### config.mk
export PLATFORM = sky130hd
export DESIGN_NAME = prince_rand_scheduler
export DESIGN_NICKNAME = d
export VERILOG_FILES = /design/src/rtl/prince_rand_scheduler.sv
export SDC_FILE = /design/constraint.sdc
export NUM_CORES = 1
export LEC_CHECK = 0
export ABC_AREA = 1
export BUFFER_PORTS_ARGS = -buffer_cell sky130_fd_sc_hd__buf_2
export CAP_MARGIN = 20
export CORE_MARGIN = 1
export CORE_UTILIZATION = 30
export CTS_CLUSTER_DIAMETER = 200
export DETAILED_ROUTE_END_ITERATION = 10
export HOLD_SLACK_MARGIN = 0.1
export PLACE_DENSITY = 0.47
export SYNTH_ARGS = -nofsm -noshare
export SYNTH_HDL_FRONTEND = slang
export SYNTH_SLANG_ARGS = --single-unit
### constraint.sdc
create_clock -name clk -period 23.4 [get_ports clk]
set_input_delay 3.51 -clock clk [delete_from_list [all_inputs] [get_ports clk]]
set_output_delay 3.51 -clock clk [all_outputs]
set_load 0.02 [all_outputs]
### src/rtl/prince_rand_scheduler.sv
// prince_rand_scheduler: double-buffered PRNG block fetch and rotated per-round mask delivery
module prince_rand_scheduler #(
  parameter int RW   = 188,
  parameter int STEP = 16,
  parameter int USES = 4
) (
  input  logic          clk,
  input  logic          rst,
  input  logic          start,
  input  logic [3:0]    rounds,
  input  logic [RW-1:0] prng_data,
  input  logic          prng_valid,
  output logic          prng_ready,
  input  logic          round_req,
  output logic [RW-1:0] rand_out,
  output logic          rand_valid,
  output logic          busy,
  output logic          done
);
  localparam int IW = USES > 1 ? $clog2(USES) : 1;
  typedef enum logic [1:0] {IDLE, FILL, SERVE} state_t;
  state_t state, state_nx;
  logic [RW-1:0] active, shadow;
  logic [2*RW-1:0] dbl;
  logic av, sv, hs, consume, last_use, finish, keep_active;
  logic [IW-1:0] idx;
  logic [3:0] remain, uncovered, take;
  // state register
  always_ff @(posedge clk or posedge rst)
    if (rst) state <= IDLE;
    else state <= state_nx;
  // next-state decode
  always_comb begin
    state_nx = state == IDLE ? ((start && rounds != 4'd0) ? FILL : IDLE) :
               state == FILL ? (hs ? SERVE : FILL) : (finish ? IDLE : SERVE);
  end
  // outputs decoded purely from registered state; rotate right via doubled word
  always_comb begin
    prng_ready = (state == FILL) | ((state == SERVE) & ~sv & (uncovered != 4'd0));
    rand_valid = (state == SERVE) & av;
    busy = state != IDLE;
    dbl = {active, active} >> (STEP * int'(idx));
    rand_out = rand_valid ? dbl[RW-1:0] : '0;
  end
  // handshake/consume events and the post-cycle validity of the active buffer
  always_comb begin
    hs = prng_ready & prng_valid;
    consume = round_req & rand_valid;
    last_use = consume & (idx == IW'(USES - 1));
    finish = consume & (remain == 4'd1);
    take = uncovered > 4'(USES) ? 4'(USES) : uncovered;
    keep_active = last_use ? sv : av;
  end
  // buffers and counters; a handshake landing on an exhausted active overrides the shadow move
  always_ff @(posedge clk or posedge rst)
    if (rst) begin
      active <= '0;
      shadow <= '0;
      av <= 1'b0;
      sv <= 1'b0;
      idx <= '0;
      remain <= '0;
      uncovered <= '0;
      done <= 1'b0;
    end else begin
      done <= ((state == IDLE) & start & (rounds == 4'd0)) | finish;
      if (state == IDLE && start) begin
        remain <= rounds;
        uncovered <= rounds;
        idx <= '0;
      end else if (finish) begin
        active <= '0;
        shadow <= '0;
        av <= 1'b0;
        sv <= 1'b0;
        idx <= '0;
        remain <= '0;
        uncovered <= '0;
      end else begin
        if (consume) begin
          remain <= remain - 4'd1;
          idx <= last_use ? '0 : idx + 1'b1;
        end
        if (last_use) begin
          active <= shadow;
          av <= sv;
          shadow <= '0;
          sv <= 1'b0;
        end
        if (hs) begin
          uncovered <= uncovered - take;
          if (keep_active) begin
            shadow <= prng_data;
            sv <= 1'b1;
          end else begin
            active <= prng_data;
            av <= 1'b1;
          end
        end
      end
    end
endmodule
* Word level (Yosys, flattened, before mapping)
Cells that the tools add are included.
** Storage, ports and cells
- Flip-flop bits (word level) :: 391
- Bits in latches :: 0
- Memories kept :: 0
- Memory bits (read-only) :: 0
- RAM bits :: 0
** Cells by class
- Shifts and indexed selects :: 1
- Multiply operators :: 0
- Add/subtract/negate cells :: 3
- Mux-type cells :: 32
- Reduce and logical (&&, ||, !) cells :: 9
- Magnitude comparators :: 1
- Bitwise operators :: 12
- Eq/ne operators :: 4
- Div/mod/pow operators :: 0
** Operators by type and width (number)
- $mux W188 :: 9
- $shr A376 B6 Y188 :: 1
- $mux W4 :: 7
- $mux W2 :: 8
- $and A1 B1 Y1 :: 9
- $mux W1 :: 8
- $reduce_bool A4 Y1 :: 2
- $reduce_bool A3 Y1 :: 2
- $eq A2 B2 Y1 const B :: 2
- $eq A4 B1 Y1 const B :: 1
- $gt A4 B3 Y1 const B :: 1
- $logic_not A4 Y1 :: 1
- $sub A4 B1 Y4 const B :: 1
- $sub A4 B4 Y4 :: 1
- $add A2 B1 Y2 const B :: 1
- $eq A2 B1 Y1 const B :: 1
- $logic_and A1 B1 Y1 :: 2
- $logic_not A2 Y1 :: 1
- $or A1 B1 Y1 :: 2
- $reduce_bool A2 Y1 :: 1
- $not A1 Y1 :: 1

* Longest topological paths before layout
Gate-level depths: netlist of run 1.
- Word-level depth :: 8
- Depth in mapped cells :: 12
- Gate-level depth less buffers :: 10

* Least setup slack after synthesis of run 1
No wires, ideal clock.
- Path kind :: flip-flop to output port
- From :: register idx[0]
- To :: output rand_out[73]
- Required time :: 19.890 ns
- Path slack :: 18.118 ns
- Arrival time :: 1.772 ns
- Stages on the path, launching flop included :: 9
- Buffers on the path :: 3
- Path through :: dfrtp_1 buf_2 inv_2 clkbuf_1 clkbuf_1 nand2_1 nand2_1 o21ai_0 a31oi_1
** On the way
- Word-level cells in the longest chain between the ends :: 2
** Ends and longest elaborated chain
- start, declared :: line 26 : logic [IW-1:0] idx;
- start signal, assigned :: line 82 : idx <= last_use ? '0 : idx + 1'b1;
- $shr A376 B6 Y188 :: line 42 : dbl = {active, active} >> (STEP * int'(idx));
- $mux W188 :: line 43 : rand_out = rand_valid ? dbl[RW-1:0] : '0;
- end, declared :: line 15 : output logic [RW-1:0] rand_out,
No other way between the ends.

* Worst setup path after layout of run 1
- From :: register idx[0]
- To :: output rand_out[151]
Same word-level chain as after synthesis.

==> reports/results.txt, run 1 <==
Synth cell types: 26
crit-path max cell delay: 0.76 ns
mapped cell area: 28400 um2
Starting DRT DRC Count: 4081
Die Y: 309 um
Layout fillers: 10432
io pins: 389
max-slew violations: 0
vias in the first global route: 29068
final setup fails: 0
Congestion Overflow GR: 0
Power Dens Cells: 171 nW/um2
worst-path cell chain: inv_6, buf_4, o21ai_0, o21ai_0, a31oi_1, buf_2
Arr. time, crit path: 4.41 ns
status: finished clean
Peak Freq: 0.126 GHz
first-pass GRT wire length: 206000 um
crit path kind: reg -> out
DRT antenna net count: 0
final wirelength: 142000 um
pin count of the biggest net entering global routing: 218
top cell type's share of synthesized area: 0.345
Syn Area/Cell: 5.95 um2
worst min path class: reg -> reg
total number of vias: 32440
All-Layer GR Usage: 0.287
RSZ-0062 raised after global routing: false
Max Cap Violations: 0
hold buffers post-CTS: 0
Final TNS setup: 0 ns
# clock sinks: 391
Synth Flop Type: dfrtp_1
crit-path leading delay family: buffers and inverters
Initial Utilization: 0.303
Tcrit/Tclk final: 0.339
Layout Nets: 5055
EDFF count, synth: 0
top-count cell post-synth: nand2_1
CTS clk-pin slew, worst paths: 0.06 ns
top cells by area, synth: dfrtp_1 (35%), nand2_1 (28%), nand3_1 (17%)
Die ar.: 95800 um2
final total power: 5.55 mW
CP max-delay cell: buf_4
Cells after Synth: 4764
IO Port Bufs: 388
P&R area growth vs syn: 14.7%
GPL Wtd Cong: 0.900
post-layout min period: 7.92 ns
CTS Buf Count: 53
VDD IR-drop max: 99.2 uV
count of state elements after synthesis: 391
post-CTS setup repair buffer count: 0
Sequential cell area: 9790 um2
initial antenna violation count: 5
# rows: 112
endpoint class of the critical path: output pin
area of the multi-input gates: 15500 um2
clock skew: 0.0136 ns
First-pass DRT Iterations: 6
Pleak: 18.4 nW
detailed placement HPWL: 91800 um
mean number of vias per cell: 5.28
clock latency on the worst-skew pair: 0.63 ns
startpoint types: register
layout cells sized above 1: 0.108
Worst EP required: 19.89 ns
sequential fraction of the synthesis area: 0.345
Non-Filler Instances: 6148
WHS: 0.487 ns
core area: 93500 um2
Inst Count DP: 6051
Worst Path Max Fanout: 115
top cells by count, synth: nand2_1 (2095), nand3_1 (948), inv_1 (419)
final count of hold timing violations: 0
Worst Setup Slack, final: 15.48 ns
asr flop ratio synth: 1.00
Yosys top cell by area: dfrtp_1
Clock Path Buffers: 3
syn_nets: 4966
worst slew pin tran: 1.39 ns
cell repeated most along the worst path: o21ai_0
Worst setup startpoint: idx[0]
CTS root buf: clkbuf_16
Post-CTS Resized: 0
Die Wd: 309 um
H-tree Lvls: 2
dpl ws: 15.33 ns
hold_sp: remain[0]
Buf/Inv on CP: 3
Slew HR: 0.0737
WL per Instance: 23.1 um
CTS tree: done
synth warn: 0
R2R Path Start: av
# DRC: 0
-- path summary, 6_finish.rpt --
kind                            endpoint  cells past startpoint  slack [ns]
setup / recovery           rand_out[151]                      6       15.48
hold / removal                 remain[0]                      1        0.49
setup reg to reg             shadow[121]                     11       18.26
hold reg to reg                remain[0]                      1        0.49
max in group asynchronous    shadow[181]                      4       18.11
min in group asynchronous     active[92]                      2        3.09
-- report_power, final --
| part | internal [mW] | switching (mW) |
|---|---|---|
| registers | 1.02 | 0.397 |
| logic | 0.855 | 2.42 |
| clock network | 0.510 | 0.353 |
| total | 2.38 | 3.17 |
-- sequential cells by signal (all words and copies together) (netlist names) --
signal	cells
active	188
av	1
done	1
idx	2
remain	4
shadow	188
state	2
sv	1
uncovered	4
-- logic make-up (layout without fill, tap and decap cells) --
logic type | count (synthesis) | after routing | synth area share
AND/OR/NAND/NOR | 3123 | 3123 | 0.456
flip-flops | 391 | 391 | 0.345
XOR/XNOR | 3 | 3 | 0.000927
other | 2 | 3 | 0.000265
buffers and inverters | 814 | 943 | 0.113
adder cells (fa/ha/maj) | 5 | 5 | 0.00221
AO/OA/AOI/OAI | 426 | 426 | 0.0830
-- layout make-up --
| class | instances | share of cell area |
|---|---|---|
| antenna | 1 | 0.0000769 |
| inverter | 423 | 0.0496 |
| clock buffer | 81 | 0.0502 |
| sequential | 391 | 0.301 |
| clock inverter | 14 | 0.00477 |
| multi-input combinational | 3559 | 0.475 |
| tap | 1254 | 0.0482 |
| timing repair buffer | 425 | 0.0708 |
-- placed cells by master (no fill, tap or decap), types with 3 or more instances in the layout --
cell type     n
o21ai_0     259
nand2_8       4
inv_1       417
buf_4        31
bufinv_16     3
inv_6         3
clkbuf_16    55
clkbuf_1     10
clkinv_2      8
nor2_1       72
ha_1          4
nand2_1    2094
nand3_1     948
buf_2       388
buf_12        5
dfrtp_1     389
clkbuf_8     16
a31oi_1     157
o21bai_1      3
-- per-layer routing --
metal,global-route usage,routed length (um)
met5,0,8
met2,0.423,61400
met4,0.0824,4060
met3,0.0450,12100
met1,0.428,64600
-- metrics by stage --
stage | instance area (um2) | utilization
2_1_floorplan | 28400 | -
3_3_place_gp | 30700 | 0.329
3_5_place_dp | 30700 | 0.329
4_1_cts | 32500 | 0.348
5_1_grt | 32500 | 0.348
6_report | 32500 | 0.348
Note: power is estimated with default switching activity, not from simulation.
==> run 2, diff against run 1 <==
--- a/config.mk
+++ b/config.mk
@@ -13,7 +13,7 @@
 export CTS_CLUSTER_DIAMETER = 200
 export DETAILED_ROUTE_END_ITERATION = 10
 export HOLD_SLACK_MARGIN = 0.1
-export PLACE_DENSITY = 0.47
+export PLACE_DENSITY = 0.49
 export SYNTH_ARGS = -nofsm -noshare
 export SYNTH_HDL_FRONTEND = slang
 export SYNTH_SLANG_ARGS = --single-unit
==> constraint.sdc (replaced) <==
create_clock -name clk -period 7.1 [get_ports clk]
set_input_delay 1.065 -clock clk [delete_from_list [all_inputs] [get_ports clk]]
set_output_delay 1.065 -clock clk [all_outputs]
set_load 0.02 [all_outputs]
==> reports/results.txt, run 2 (synthesis results as in run 1) <==
Flop pwr share: 0.257
Die Wd: 309 um
Arr. time, crit path: 3.76 ns
area of the multi-input gates: 15500 um2
commonest non-fill, non-tap cell in the layout: nand2_1
detailed placement HPWL: 91700 um
CTS clk-pin slew, worst paths: 0.06 ns
final count of hold timing violations: 0
Clock power frac: 0.149
core area: 93500 um2
Worst EP required: 6.03 ns
biggest regs: active: 188 flops, shadow: 188 flops
Non-Filler Instances: 6144
crit-path leading delay family: buffers and inverters
clock latency on the worst-skew pair: 0.61 ns
Power Dens Cells: 559 nW/um2
Buf/Inv on CP: 3
RSZ-0062 raised after global routing: false
Pleak: 18.4 nW
CTS tree: done
Tcrit/Tclk final: 0.680
endpoint class of the critical path: output pin
Post-CTS Resized: 0
Layout fillers: 10492
internal power: 7.78 mW
Worst Path Max Fanout: 74
initial antenna violation count: 9
status: finished clean
P&R area growth vs syn: 14.6%
Switch Pwr: 10.4 mW
CP max-delay cell: buf_4
Congestion Overflow GR: 0
H-tree Lvls: 2
Inst Count DP: 6056
# rows: 112
GPL Wtd Cong: 0.939
IO Port Bufs: 388
post-layout util: 0.348
WL per Instance: 22.7 um
Final TNS setup: 0 ns
# clock sinks: 391
Max Cap Violations: 0
post-layout min period: 4.83 ns
First-pass DRT Iterations: 5
Slew HR: 0.281
Sequential cell area: 9790 um2
Peak Freq: 0.207 GHz
Comb power frac: 0.594
post-CTS setup repair buffer count: 0
DRT antenna net count: 0
most frequent cells in the layout: nand2_1 (2094), nand3_1 (948), inv_1 (417), dfrtp_1 (389), buf_2 (388)
Clock Path Buffers: 3
total number of vias: 32549
clock skew: 0.0184 ns
crit path kind: reg -> out
CTS Buf Count: 52
worst min path class: reg -> reg
final setup fails: 0
pin count of the biggest net entering global routing: 180
All-Layer GR Usage: 0.283
Initial Utilization: 0.303
Die Y: 309 um
VDD IR-drop max: 352 uV
switch share: 0.572
Starting DRT DRC Count: 3872
max-slew violations: 0
vias in the first global route: 29464
crit-path max cell delay: 0.63 ns
mean number of vias per cell: 5.30
hold buffers post-CTS: 0
io pins: 389
startpoint types: register
final total power: 18.2 mW
Die ar.: 95800 um2
worst-path cell chain: nand3_1, inv_4, buf_4, o21ai_0, a31oi_1, buf_2
worst slew pin tran: 1.08 ns
first-pass GRT wire length: 203000 um
layout cells sized above 1: 0.107
final wirelength: 140000 um
Layout Nets: 5058
# DRC: 0
CTS root buf: clkbuf_16
run 2: power by group through the flow:
stage               sequential, mW  clock [mW]  combinational [mW]
floorplan                     4.08           0                6.92
global placement              4.67           0                10.5
detailed placement            4.66           0                10.6
CTS                           4.63        2.75                10.6
global route                  4.79        2.83                11.8
finish                        4.68        2.71                10.8
run 2: per-stage QoR:
stage	hold WS, ns	area, um2	worst slack (ns)
floorplan	0.455	28400	0.775
global placement	0.477	30800	2.77
detailed placement	0.483	30800	2.75
CTS	0.488	32500	2.35
global route	0.507	32500	2.21
finish	0.484	32500	2.27
run 2: area by class of cell:
| class | instances | share of cell area |
|---|---|---|
| Multi-Input combinational cell | 3559 | 0.476 |
| Clock inverter | 9 | 0.00370 |
| Inverter | 423 | 0.0495 |
| Antenna cell | 2 | 0.000154 |
| Tap cell | 1254 | 0.0483 |
| Sequential cell | 391 | 0.301 |
| Clock buffer | 77 | 0.0479 |
| Timing Repair Buffer | 429 | 0.0735 |
run 2: worst paths after layout:
path,startpoint,end,slack (ns),depth (start not counted)
max in group asynchronous,rst,shadow[183],5.08,4
hold reg to reg,remain[0],remain[0],0.48,1
setup / recovery,av,rand_out[56],2.27,6
hold / removal,remain[0],remain[0],0.48,1
min in group asynchronous,rst,done,0.52,2
setup reg to reg,idx[1],active[150],2.53,11
run 2: worst register-to-register path: stages, from the launching register on:
cell and delay (ns):
dfrtp_4 0.72, ha_4 0.46, nand4_1 0.33, buf_4 0.75
buf_12 0.50, buf_4 1.26, nand2_1 0.15, nand2_1 0.09
inv_1 0.04, nand2_1 0.05, nand3_1 0.07, nand2_1 0.09
run 2: metal layers:
metal / track usage / part of all wire
met1: 0.408 / 0.45
met2: 0.413 / 0.42
met3: 0.0572 / 0.091
met4: 0.103 / 0.038
met5: 0 / 0.00034
